## src/rtl/instr_encoder_loader_if.sv

```systemverilog
// Instruction-request handshake between a program source and the encoder/loader.
interface instr_encoder_loader_if;
  logic        in_valid;
  logic        in_ready;
  logic [4:0]  in_op;
  logic [4:0]  in_rs;
  logic [4:0]  in_rt;
  logic [4:0]  in_rd;
  logic [4:0]  in_shamt;
  logic [15:0] in_imm;
  logic [25:0] in_target;

  modport master (
    output in_valid, in_op, in_rs, in_rt, in_rd, in_shamt, in_imm, in_target,
    input  in_ready
  );

  modport slave (
    input  in_valid, in_op, in_rs, in_rt, in_rd, in_shamt, in_imm, in_target,
    output in_ready
  );
endinterface

```

## src/rtl/instr_encoder_loader.sv

```systemverilog
// Encodes mnemonic-level requests into MIPS words and loads them sequentially
// into instruction memory, releasing the core once the program is complete.
module instr_encoder_loader #(
  parameter int unsigned ADDR_WIDTH = 10
) (
  input  logic                    clk,
  input  logic                    rst,
  input  logic                    start,
  input  logic                    finish,
  instr_encoder_loader_if.slave   req,
  output logic                    im_we,
  output logic [ADDR_WIDTH-1:0]   im_addr,
  output logic [31:0]             im_wdata,
  output logic [ADDR_WIDTH:0]     count,
  output logic                    full,
  output logic                    err_illegal,
  output logic                    cpu_run
);

  typedef enum logic [1:0] {IDLE, LOAD, DONE} state_t;

  state_t      state, state_next;
  logic        accept;
  logic        last_slot;
  logic        restart;
  logic        illegal;
  logic [31:0] word;

  function automatic logic [31:0] r_word(input logic [4:0] rs, input logic [4:0] rt,
                                         input logic [4:0] rd, input logic [4:0] shamt,
                                         input logic [5:0] funct);
    return {6'h00, rs, rt, rd, shamt, funct};
  endfunction

  function automatic logic [31:0] i_word(input logic [5:0] opc, input logic [4:0] rs,
                                         input logic [4:0] rt, input logic [15:0] imm);
    return {opc, rs, rt, imm};
  endfunction

  // count never exceeds DEPTH, so its top bit alone marks a full memory
  assign full      = count[ADDR_WIDTH];
  assign last_slot = (&count[ADDR_WIDTH-1:0]) && !count[ADDR_WIDTH];

  assign req.in_ready = (state == LOAD) && !full;
  assign accept       = req.in_valid && req.in_ready;
  assign restart      = (state != LOAD) && start;

  always_comb begin
    word    = '0;
    illegal = 1'b0;
    case (req.in_op)
      5'd0:  word = r_word(req.in_rs, req.in_rt, req.in_rd, 5'd0, 6'h20);
      5'd1:  word = r_word(req.in_rs, req.in_rt, req.in_rd, 5'd0, 6'h22);
      5'd2:  word = r_word(req.in_rs, req.in_rt, req.in_rd, 5'd0, 6'h21);
      5'd3:  word = r_word(req.in_rs, req.in_rt, req.in_rd, 5'd0, 6'h23);
      5'd4:  word = r_word(req.in_rs, req.in_rt, req.in_rd, 5'd0, 6'h2A);
      5'd5:  word = r_word(5'd0, req.in_rt, req.in_rd, req.in_shamt, 6'h00);
      5'd6:  word = r_word(5'd0, req.in_rt, req.in_rd, req.in_shamt, 6'h02);
      5'd7:  word = r_word(5'd0, req.in_rt, req.in_rd, req.in_shamt, 6'h03);
      5'd8:  word = i_word(6'h0D, req.in_rs, req.in_rt, req.in_imm);
      5'd9:  word = i_word(6'h04, req.in_rs, req.in_rt, req.in_imm);
      5'd10: word = i_word(6'h05, req.in_rs, req.in_rt, req.in_imm);
      5'd11: word = i_word(6'h23, req.in_rs, req.in_rt, req.in_imm);
      5'd12: word = i_word(6'h2B, req.in_rs, req.in_rt, req.in_imm);
      5'd13: word = i_word(6'h0F, 5'd0, req.in_rt, req.in_imm);
      5'd14: word = {6'h02, req.in_target};
      5'd15: word = i_word(6'h0A, req.in_rs, req.in_rt, req.in_imm);
      default: illegal = 1'b1;
    endcase
  end

  always_comb begin
    state_next = state;
    case (state)
      IDLE:    if (start) state_next = LOAD;
      LOAD:    if (finish || (accept && last_slot)) state_next = DONE;
      DONE:    if (start) state_next = LOAD;
      default: state_next = IDLE;
    endcase
  end

  always_ff @(posedge clk) begin
    if (rst) begin
      state       <= IDLE;
      im_we       <= 1'b0;
      im_addr     <= '0;
      im_wdata    <= '0;
      count       <= '0;
      err_illegal <= 1'b0;
      cpu_run     <= 1'b0;
    end else begin
      state <= state_next;
      im_we <= accept;
      if (accept) begin
        im_addr  <= count[ADDR_WIDTH-1:0];
        im_wdata <= word;
        count    <= count + (ADDR_WIDTH+1)'(1);
        if (illegal) err_illegal <= 1'b1;
      end
      if (restart) begin
        count       <= '0;
        err_illegal <= 1'b0;
      end
      // Look ahead one cycle so run asserts exactly in the first DONE cycle without a write
      cpu_run <= (state_next == DONE) && !accept;
    end
  end

endmodule

```

## src/flat_wrapper.sv

```systemverilog
// flat-port wrapper written by rule: the top's interface ports become plain ports
module instr_encoder_loader_flat 
#(
  parameter int unsigned ADDR_WIDTH = 10
)
  (clk, rst, start, finish, im_we, im_addr, im_wdata, count, full, err_illegal, cpu_run, req_in_valid, req_in_op, req_in_rs, req_in_rt, req_in_rd, req_in_shamt, req_in_imm, req_in_target, req_in_ready);
  instr_encoder_loader_if req_i ();
  input  logic clk;
  input  logic rst;
  input  logic start;
  input  logic finish;
  output logic im_we;
  output logic [ADDR_WIDTH-1:0] im_addr;
  output logic [31:0] im_wdata;
  output logic [ADDR_WIDTH:0] count;
  output logic full;
  output logic err_illegal;
  output logic cpu_run;
  input wire logic [$bits(req_i.in_valid)-1:0] req_in_valid;
  input wire logic [$bits(req_i.in_op)-1:0] req_in_op;
  input wire logic [$bits(req_i.in_rs)-1:0] req_in_rs;
  input wire logic [$bits(req_i.in_rt)-1:0] req_in_rt;
  input wire logic [$bits(req_i.in_rd)-1:0] req_in_rd;
  input wire logic [$bits(req_i.in_shamt)-1:0] req_in_shamt;
  input wire logic [$bits(req_i.in_imm)-1:0] req_in_imm;
  input wire logic [$bits(req_i.in_target)-1:0] req_in_target;
  output wire logic [$bits(req_i.in_ready)-1:0] req_in_ready;
  assign req_i.in_valid = req_in_valid;
  assign req_i.in_op = req_in_op;
  assign req_i.in_rs = req_in_rs;
  assign req_i.in_rt = req_in_rt;
  assign req_i.in_rd = req_in_rd;
  assign req_i.in_shamt = req_in_shamt;
  assign req_i.in_imm = req_in_imm;
  assign req_i.in_target = req_in_target;
  assign req_in_ready = req_i.in_ready;
  instr_encoder_loader #(.ADDR_WIDTH(ADDR_WIDTH)) u_core (.clk(clk), .rst(rst), .start(start), .finish(finish), .req(req_i), .im_we(im_we), .im_addr(im_addr), .im_wdata(im_wdata), .count(count), .full(full), .err_illegal(err_illegal), .cpu_run(cpu_run));
endmodule
```

## config.mk

```make
export PLATFORM = sky130hd
export DESIGN_NAME = instr_encoder_loader_flat
export DESIGN_NICKNAME = d
export VERILOG_FILES = /design/src/rtl/instr_encoder_loader_if.sv /design/src/rtl/instr_encoder_loader.sv /design/src/flat_wrapper.sv
export SDC_FILE = /design/constraint.sdc
export NUM_CORES = 1
export LEC_CHECK = 0
export ABC_CLOCK_PERIOD_IN_PS = 1300
export BUFFER_PORTS_ARGS = -buffer_cell sky130_fd_sc_hd__buf_2
export CORE_ASPECT_RATIO = 0.75
export CORE_MARGIN = 3
export CORE_UTILIZATION = 42
export CTS_CLUSTER_DIAMETER = 40
export CTS_CLUSTER_SIZE = 28
export DETAILED_ROUTE_END_ITERATION = 7
export PLACE_DENSITY = 0.77
export SLEW_MARGIN = 20
export SYNTH_ARGS = -nofsm -noshare
export SYNTH_HDL_FRONTEND = slang
export SYNTH_SLANG_ARGS = --single-unit
```

## constraint.sdc

```tcl
create_clock -name clk -period 1.3 [get_ports clk]
set_clock_uncertainty 0.05 [all_clocks]
set_input_delay 0.195 -clock clk [delete_from_list [all_inputs] [get_ports clk]]
set_output_delay 0.195 -clock clk [all_outputs]
set_load 0.03 [all_outputs]
```

==> results of run 1 <==
state kept, by name, summed over array words and instances, names as in the netlist:
| register | flops |
|---|---|
| u_core.im_we | 1 |
| u_core.err_illegal | 1 |
| u_core.count | 11 |
| u_core.cpu_run | 1 |
| u_core.state | 2 |
| u_core.im_addr | 10 |
| u_core.im_wdata | 31 |
layout by cell type (no fill, tap or decap), types with 3 or more instances in the layout:
| master | synthesis | layout |
|---|---|---|
| dfxtp_4 | 0 | 3 |
| a221oi_2 | 0 | 8 |
| nor2_1 | 21 | 19 |
| clkbuf_8 | 0 | 10 |
| nand2_1 | 53 | 44 |
| nand2_2 | 0 | 8 |
| a21oi_2 | 0 | 7 |
| o21ai_0 | 10 | 4 |
| bufinv_16 | 0 | 3 |
| and3_1 | 7 | 7 |
| a22oi_1 | 3 | 3 |
| a221o_1 | 5 | 5 |
| nand3_1 | 14 | 9 |
| dfxtp_2 | 0 | 9 |
| inv_1 | 5 | 5 |
| a21oi_1 | 26 | 18 |
| xnor2_1 | 4 | 3 |
| nand2b_1 | 11 | 9 |
| buf_4 | 4 | 64 |
| a211oi_2 | 6 | 5 |
| buf_6 | 0 | 16 |
| nand3_2 | 0 | 4 |
| xor2_1 | 4 | 4 |
| nor3_4 | 1 | 3 |
| nor3_2 | 0 | 3 |
| o21ai_2 | 0 | 5 |
| buf_2 | 14 | 119 |
| o32ai_4 | 0 | 3 |
| dfxtp_1 | 57 | 45 |
| buf_8 | 0 | 3 |
| o21ai_1 | 4 | 5 |
| a31oi_1 | 5 | 5 |
worst max path at each step:
stage	slack [ps]	startpoint	to
after global routing	-240	u_core.state[1]$_SDFF_PP0_	u_core.count[6]$_SDFFE_PP0P_
after floorplan	-160	u_core.count[10]$_SDFFE_PP0P_	u_core.im_wdata[16]$_SDFFE_PP0P_
after CTS	-170	u_core.count[10]$_SDFFE_PP0P_	u_core.im_wdata[21]$_SDFFE_PP0P_
final	-190	u_core.state[1]$_SDFF_PP0_	u_core.count[3]$_SDFFE_PP0P_
after detailed placement	-290	u_core.state[1]$_SDFF_PP0_	u_core.count[3]$_SDFFE_PP0P_
after global placement	-230	u_core.count[10]$_SDFFE_PP0P_	u_core.im_wdata[18]$_SDFFE_PP0P_
synthesized netlist by cell type (all sizes together), types with 3 or more instances:
library cell | instances | area, um^2
a22oi | 3 | 22.5
inv | 6 | 22.5
xnor2 | 4 | 35.0
nor3 | 7 | 46.3
a211oi | 6 | 75.1
nand2 | 53 | 199
nand3 | 14 | 70.1
o32ai | 5 | 43.8
xor2 | 4 | 35.0
o21ai | 14 | 70.1
a221oi | 10 | 87.6
nor2 | 21 | 78.8
a31oi | 5 | 31.3
nand2b | 11 | 68.8
dfxtp | 57 | 1140
buf | 19 | 104
and3 | 7 | 43.8
a21oi | 27 | 146
a221o | 5 | 50.1
clkbuf | 8 | 30.0
per-stage QoR:
step	instance area (um^2)	TNS [ps]	hold slack, ps	total power [mW]	cells
after floorplan	2760	-3510	252	2.17	322
after global placement	3810	-7480	371	2.45	562
after detailed placement	3810	-9540	377	2.46	562
after CTS	4500	-5330	8.22	4.64	591
after global routing	4710	-9060	1.05	4.86	593
final	4710	-5950	18.0	4.69	593
kinds of logic (layout without fill, tap and decap cells):
| group | Yosys count | after routing | share of synthesized area [%] |
|---|---|---|---|
| AOI/OAI and AO/OA | 93 | 93 | 25.6 |
| and+or+nand+nor | 128 | 128 | 23.1 |
| muxes | 1 | 1 | 0.368 |
| adders and majority gates | 1 | 1 | 0.460 |
| DFF | 57 | 57 | 42.0 |
| xor gates and xnor gates | 8 | 8 | 2.58 |
| other | 1 | 1 | 0.138 |
| buffers and inverters | 33 | 226 | 5.76 |
layer usage:
layer | wire (um) | vias to the layer above | share of wire, %
li1 | - | 1539 | -
met1 | 4070 | 1620 | 41
met3 | 781 | 27 | 7.8
met4 | 223 | 0 | 2.2
met5 | 0 | - | 0
met2 | 4970 | 157 | 49
worst register-to-register path: cells and delay by family (launching register included):
family                 cells  cell delay, ps
buffers and inverters      1             220
AND/OR/NAND/NOR            2             660
AO/OA/AOI/OAI              1             150
flip-flops                 1             340
area by class of cell:
cell class,instances,area (um^2)
clock buffer,11,141
clock inverter,5,103
fill,386,1330
inverter,6,22.5
multi-input combinational,232,1850
sequential,57,1160
tap,78,97.6
timing repair buffer,204,1330
timing repair:
action	in CTS	in global routing
setup endpoints to repair	52	64
hold buffers	0	0
setup buffers	12	2
cloned	1	1
pin swaps	25	29
gates resized for setup	63	58
power groups by stage:
stage	registers [mW]	logic [mW]	clock network, mW
4_1_cts	1.79	0.773	2.08
6_report	1.80	0.838	2.06
3_5_place_dp	1.83	0.632	0
2_1_floorplan	1.89	0.283	0
5_1_grt	1.80	0.888	2.17
3_3_place_gp	1.83	0.619	0
==> qor.csv, run 1 <==
metric,value,unit
outcome,"complete, but fails checks",
violations,setup timing,
hold_viol,0,
die_x,98.9,um
grt_overflow,0,
period_needed,1490,ps
avgViaCountPerCell,5.64,
hold_path_depth,2,
die-area,7480,um^2
hpwlAfterDp,6.63,mm
ys_warn_count,0,
synth_area,2720,um^2
hold_start,req_in_rt[3],
power.share.sequential,38.3,%
p_leak,2.09,nW
ys_seq_elements,57,
cpPeakStageDelay,360,ps
num_rows,24,
required,1530,ps
r2r_slack,-190,ps
fmax,671,MHz
cts_tree,yes,
drt_pass1_iterations,7,
cts-buffers-inserted,9,
drcViolationCount,0,
rsz0062_at_grt,true,
nets,583,
use_met3,7.59,%
p_int,3.48,mW
critPathMaxFanout,8,
pwr-share-clk,43.9,%
grt_max_degree,21,
clk_latency,350,ps
synthCells,322,
track_usage,25.2,%
cts_root_buf,clkbuf_8,
swShare,25.8,%
ios,130,
start_util,45.0,%
routed_wl,10.0,mm
finalMaxSlewViolations,0,
first_global_vias,3111,
post-place-ws,-288,ps
crit_cells,4,
drive_gt1_share,59.2,%
grt_pass1_wl,14.9,mm
max-vdd-ir-drop,0.689,mV
hp-class,in -> reg,
regToRegStartpoint,u_core.state[1]$_SDFF_PP0_,
clock-sinks,57,
top_usage_layer,met2,
ys_seq_area_share,42.0,%
htreeDepth,3,
synth_flop_cell,dfxtp_1,
n_antenna_cell,0,
p_switching,1.21,mW
power_density,997,nW/um^2
crit_buf_inv,1,
grt_use_met2,43.2,%
fin_util,78.0,%
finalWeightedCongestion,0.913,
ant_nets,0,
critical_path_class,reg -> reg,
syn2layout_area_growth,73.2,%
drv_cap,0,
core,6040,um^2
use_met1,30.9,%
syn_avg_cell_area,8.44,um^2
path_clk_slew,70,ps
synth_edf_count,0,
die_y,75.7,um
cp-end-kind,flop,
critPathTopFamily,simple AND/OR/NAND/NOR gates,
r2r_end,u_core.count[3]$_SDFFE_PP0P_,
drt-wirelength-per-cell,16.9,um
fin_ws,-190,ps
first_iter_violations,150,
reg2regPathDepth,4,
hold_end,u_core.im_wdata[19]$_SDFFE_PP0P_,
antenna_found_initial,0,
async_flop_share,0,%
synth_cell_types,58,
start_kind,flop,
port-buffer-count,128,
slowest_stage,or3_1,
fin_crit_sh,115,%
syn_nets,395,
final-setup-viol-count,52,
cts_buffer_depth,2,
arrival,1720,ps
comb_power_share,17.9,%
crit_path_cell_trace,nand4bb_4 > buf_4 > or3_1 > a21oi_1,
vias,3343,
No activity file was read; power rests on OpenSTA's default activity.
==> run 2: changes to the inputs <==
--- a/config.mk
+++ b/config.mk
@@ -14,6 +14,7 @@
 export CTS_CLUSTER_SIZE = 28
 export DETAILED_ROUTE_END_ITERATION = 7
 export PLACE_DENSITY = 0.77
+export SETUP_SLACK_MARGIN = 0.2
 export SLEW_MARGIN = 20
 export SYNTH_ARGS = -nofsm -noshare
 export SYNTH_HDL_FRONTEND = slang
==> run 2 against run 1 <==
Effect of this change:
- the flow still finishes with violations (setup timing)
- combinational power is 8.4% higher
- sequential power about the same
- non-clock buffer count did not move
- hold slack lost 7.6 ps
- power is 4.3% lower
- global-route usage grew 2.2 points
- register-to-register slack got worse by 40 ps
- first-iteration DRC count rose by 69%
- sequential share of layout area fell by 0.82 points
==> qor.csv, run 2 (synthesized netlist as in run 1, its figures left out) <==
metric,value,unit,change
outcome,"complete, but fails checks",,unchanged
violations,setup timing,,unchanged
avgViaCountPerCell,5.99,,was 5.64
fin_ws,-233,ps,was -190 ps
vias,3557,,was 3343
hold_buffers,0,,unchanged
ios,130,,unchanged
port-buffer-count,128,,unchanged
rsz0062_at_grt,true,,unchanged
arrival,1780,ps,was 1720 ps
cts-buffers-inserted,9,,unchanged
final_common_cell,buf_6,,was buf_2
num_rows,24,,unchanged
start_kind,flop,,unchanged
cts_tree,yes,,unchanged
critPathMaxFanout,5,,was 8
top_regs,"u_core.im_wdata x31, u_core.count x11, u_core.im_addr x10",,unchanged
grt_pass1_wl,15.9,mm,was 14.9 mm
required,1540,ps,was 1530 ps
cts_root_buf,clkbuf_8,,unchanged
fmax,652,MHz,was 671 MHz
ant_nets,0,,unchanged
relSlewSlack,66.4,%,
clock-sinks,57,,unchanged
drive_gt1_share,69.5,%,was 59.2%
cp-end-kind,flop,,unchanged
start_util,45.0,%,unchanged
drcViolationCount,0,,unchanged
syn2layout_area_growth,89.3,%,was 73.2%
die_x,98.9,um,unchanged
hold_viol,0,,unchanged
drt_pass1_iterations,7,,unchanged
first_iter_violations,253,,was 150
finalWeightedCongestion,0.900,,was 0.913
power_density,873,nW/um^2,was 997 nW/um^2
finalInstanceArea,5140,um^2,was 4710 um^2
critical_path_class,reg -> reg,,unchanged
core,6040,um^2,unchanged
dpl_cell_area,3840,um^2,was 3810 um^2
drt-wirelength-per-cell,21.6,um,was 16.9 um
grt_overflow,0,,unchanged
max-vdd-ir-drop,1.01,mV,was 0.689 mV
cts_buffer_depth,2,,unchanged
max_flop_register,u_core.im_wdata,,unchanged
finalMaxSlewViolations,0,,unchanged
final-setup-viol-count,56,,was 52
drv_cap,0,,unchanged
tightest_slew,504,ps,
path_clk_slew,70,ps,about the same
die-area,7480,um^2,unchanged
fin_util,85.2,%,was 78.0%
whs,10.3,ps,was 18.0 ps
first_global_vias,3232,,was 3111
final_cell_mix,"buf_6, buf_2, buf_4, dfxtp_2, nand2_1",,"was buf_2, buf_4, dfxtp_1, nand2_1, nor2_1"
track_usage,27.4,%,was 25.2%
routed_wl,12.8,mm,was 10.0 mm
clk_latency,360,ps,was 350 ps
grt_max_degree,18,,was 21
hpwlAfterDp,6.62,mm,was 6.63 mm
largest_register_ffs,31,,unchanged
antenna_found_initial,1,,was 0
htreeDepth,3,,unchanged
hp-class,in -> reg,,unchanged
period_needed,1530,ps,was 1490 ps
post-place-ws,-219,ps,was -288 ps
fin_crit_sh,118,%,was 115%
p_leak,2.24,nW,was 2.09 nW
nets,583,,unchanged
die_y,75.7,um,unchanged
==> run 2: changes by cell type in the layout (fill, tap and decap cells not counted), sizes merged <==
cell	change
clkinvlp	-1
diode	+1
bufinv	-2
clkbuf	+3
==> run 2: repair_timing <==
item	4_1_cts	5_1_grt
gates resized for setup	169	105
cloned	1	0
endpoints found under the setup margin	112	109
buffers inserted	10	6
pin swaps	25	25
==> run 2: area by class of cell <==
class                   instances  area (um^2)
well taps                      78         97.6
multi-input cells             232         1890
diodes                          1         2.50
clock buffers                  14          173
fillers                       294          892
flip-flops and latches         57         1230
clock inverters                 2         35.0
repair buffers                204         1690
inverters                       6         22.5
==> run 2: worst max-delay path, cell delays in order (launching register included) <==
cell and delay [ps]:
dfxtp_2 340, nand4bb_4 230, buf_6 140, or3_4 360
a21oi_4 180, a221o_1 170
==> run 2: where the power goes <==
group          leakage, nW  switching, mW  internal [mW]
Clock                0.107          0.746           1.04
Sequential           0.490         0.0299           1.77
Combinational         1.64          0.487          0.421
==> run 2: through the flow <==
stage | setup TNS, ps | cells | power (mW)
6_report | -7780 | 594 | 4.49
4_1_cts | -4390 | 587 | 4.34
3_5_place_dp | -5580 | 560 | 2.48
2_1_floorplan | -3500 | 322 | 2.17
3_3_place_gp | -4080 | 560 | 2.46
5_1_grt | -9840 | 594 | 4.63
==> run 2: routing by layer <==
metal	up-vias	part of all wire, %	GRT usage, %
met5	-	0	0
met4	0	5.5	10.5
met3	69	9.3	8.87
met2	250	48	48.1
met1	1702	37	31.8
li1	1536	-	-
==> run 2: worst paths after layout <==
path	from	endpoint	slack (ps)	depth (start not counted)
hold reg to reg	u_core.im_wdata[2]$_SDFFE_PP0P_	u_core.im_wdata[2]$_SDFFE_PP0P_	420	2
setup reg to reg	u_core.state[1]$_SDFF_PP0_	u_core.im_wdata[19]$_SDFFE_PP0P_	-230	5
hold / removal	finish	u_core.state[0]$_SDFF_PP0_	10	2
setup / recovery	u_core.state[1]$_SDFF_PP0_	u_core.im_wdata[19]$_SDFFE_PP0P_	-230	5
==> run 3: changes to the inputs <==
--- a/config.mk
+++ b/config.mk
@@ -5,15 +5,15 @@
 export SDC_FILE = /design/constraint.sdc
 export NUM_CORES = 1
 export LEC_CHECK = 0
-export ABC_CLOCK_PERIOD_IN_PS = 1300
+export ABC_CLOCK_PERIOD_IN_PS = 1700
 export BUFFER_PORTS_ARGS = -buffer_cell sky130_fd_sc_hd__buf_2
 export CORE_ASPECT_RATIO = 0.75
 export CORE_MARGIN = 3
-export CORE_UTILIZATION = 42
+export CORE_UTILIZATION = 46
 export CTS_CLUSTER_DIAMETER = 40
 export CTS_CLUSTER_SIZE = 28
 export DETAILED_ROUTE_END_ITERATION = 7
-export PLACE_DENSITY = 0.77
+export PLACE_DENSITY = 0.8
 export SETUP_SLACK_MARGIN = 0.2
 export SLEW_MARGIN = 20
 export SYNTH_ARGS = -nofsm -noshare
==> constraint.sdc (replaced) <==
create_clock -name clk -period 1.7 [get_ports clk]
set_clock_uncertainty 0.05 [all_clocks]
set_input_delay 0.255 -clock clk [delete_from_list [all_inputs] [get_ports clk]]
set_output_delay 0.255 -clock clk [all_outputs]
set_load 0.03 [all_outputs]
==> run 3 against run 2 <==
Effect of this change:
- the run now ends clean
- global-route usage is 2.6 points lower
- worst setup slack gained 440 ps
- clock power fell by 13%
- die area fell by 8.1%
- highest routed layer unchanged
==> qor.csv, run 3 (synthesized netlist as in run 1, its figures left out) <==
metric,value,unit,change
outcome,finished clean,,"was complete, but fails checks"
grt_overflow,0,,unchanged
drv_cap,0,,unchanged
tightest_slew,539,ps,was 504 ps
first_global_vias,2828,,was 3232
nets,529,,was 583
start_kind,flop,,unchanged
max_flop_register,u_core.im_wdata,,unchanged
grt_max_degree,34,,was 18
syn2layout_area_growth,41.9,%,was 89.3%
fin_util,69.8,%,was 85.2%
grt_pass1_wl,13.2,mm,was 15.9 mm
htreeDepth,3,,unchanged
relSlewSlack,63.9,%,was 66.4%
avgViaCountPerCell,5.66,,was 5.99
power_density,881,nW/um^2,was 873 nW/um^2
routed_wl,8.68,mm,was 12.8 mm
critical_path_class,reg -> reg,,unchanged
cts_buffer_depth,2,,unchanged
hp-class,in -> reg,,unchanged
hold_buffers,0,,unchanged
fin_ws,212,ps,was -233 ps
clk_latency,340,ps,was 360 ps
drt-wirelength-per-cell,16.2,um,was 21.6 um
die_x,94.8,um,was 98.9 um
fmax,672,MHz,was 652 MHz
antenna_found_initial,0,,was 1
finalMaxSlewViolations,0,,unchanged
hpwlAfterDp,6.15,mm,was 6.62 mm
ios,130,,unchanged
drt_pass1_iterations,7,,unchanged
die_y,72.6,um,was 75.7 um
final_cell_mix,"buf_2, dfxtp_1, nand2_1, a21oi_1, nor2_1",,"was buf_6, buf_2, buf_4, dfxtp_2, nand2_1"
rsz0062_at_grt,true,,unchanged
cts_tree,yes,,unchanged
cp-end-kind,flop,,unchanged
clock-sinks,57,,unchanged
fin_crit_sh,87.5,%,was 118%
top_regs,"u_core.im_wdata x31, u_core.count x11, u_core.im_addr x10",,unchanged
drcViolationCount,0,,unchanged
vias,3033,,was 3557
n_fill_cell,454,,was 294
required,1940,ps,was 1540 ps
start_util,49.2,%,was 45.0%
whs,82.5,ps,was 10.3 ps
num_rows,23,,was 24
n_antenna_cell,0,,was 1
seq_area,1150,um^2,was 1230 um^2
p_leak,1.69,nW,was 2.24 nW
port-buffer-count,128,,unchanged
post-place-ws,106,ps,was -219 ps
critPathMaxFanout,5,,unchanged
arrival,1730,ps,was 1780 ps
final_common_cell,buf_2,,was buf_6
core,5530,um^2,was 6040 um^2
cts-buffers-inserted,9,,unchanged
drive_gt1_share,42.7,%,was 69.5%
path_clk_slew,70,ps,about the same
period_needed,1490,ps,was 1530 ps
hold_viol,0,,unchanged
max-vdd-ir-drop,0.486,mV,was 1.01 mV
cts_root_buf,clkbuf_8,,unchanged
first_iter_violations,196,,was 253
finalWeightedCongestion,0.839,,was 0.900
ant_nets,0,,unchanged
multiInputGateArea,1520,um^2,was 1890 um^2
setup-tns-final,0,ps,was -7780 ps
largest_register_ffs,31,,unchanged
final-setup-viol-count,0,,was 56
die-area,6880,um^2,was 7480 um^2
track_usage,24.8,%,was 27.4%
## run 3: path summary, 6_finish.rpt
kind	start	end	slack, ps	depth (start not counted)
max	u_core.state[1]$_SDFF_PP0_	u_core.im_wdata[19]$_SDFFE_PP0P_	210	4
min	req_in_rt[0]	u_core.im_wdata[16]$_SDFFE_PP0P_	80	2
max reg2reg	u_core.state[1]$_SDFF_PP0_	u_core.im_wdata[19]$_SDFFE_PP0P_	210	4
min reg2reg	u_core.im_wdata[3]$_SDFFE_PP0P_	u_core.im_wdata[3]$_SDFFE_PP0P_	400	2
## run 3: layout make-up
cell class | count | area share [%]
Multi-Input combinational cell | 232 | 39.4
Timing Repair Buffer | 150 | 21.5
Clock inverter | 6 | 2.73
Tap cell | 75 | 2.43
Clock buffer | 10 | 3.57
Sequential cell | 57 | 29.8
Inverter | 6 | 0.584
## run 3: routing by layer
metal / global-route usage (%) / vias to the layer above / wire length (um)
li1: - / 1429 / -
met1: 31.8 / 1437 / 3670
met4: 7.84 / 0 / 194
met5: 0 / - / 0
met3: 8.19 / 25 / 741
met2: 39.6 / 142 / 4080
## run 3: where the power goes
part	total, mW	leakage [nW]	switching, mW	internal [mW]
clock	1.55	0.126	0.548	1.01
combinational	0.463	1.10	0.272	0.191
sequential	1.38	0.462	0.0193	1.36
total	3.39	1.69	0.839	2.55
## run 3: stage by stage
step,area [um^2],instances,power (mW)
after global placement,3480,517,1.82
final,3850,536,3.39
after detailed placement,3480,517,1.83
after CTS,3760,534,3.38
after floorplan,2720,322,1.65
after global routing,3850,536,3.51
## run 3: repair_timing
item                       in CTS  in global routing
resized for setup               7                 16
setup endpoints to repair      34                 33
pin swaps                       1                  0
cloned                          0                  0
buffers inserted                1                  2
## run 3: worst max-delay path, stage by stage (launching register included)
cell,delay (ps)
dfxtp_1,340
nand4bb_4,290
or3_4,400
a21oi_4,190
a221o_1,160
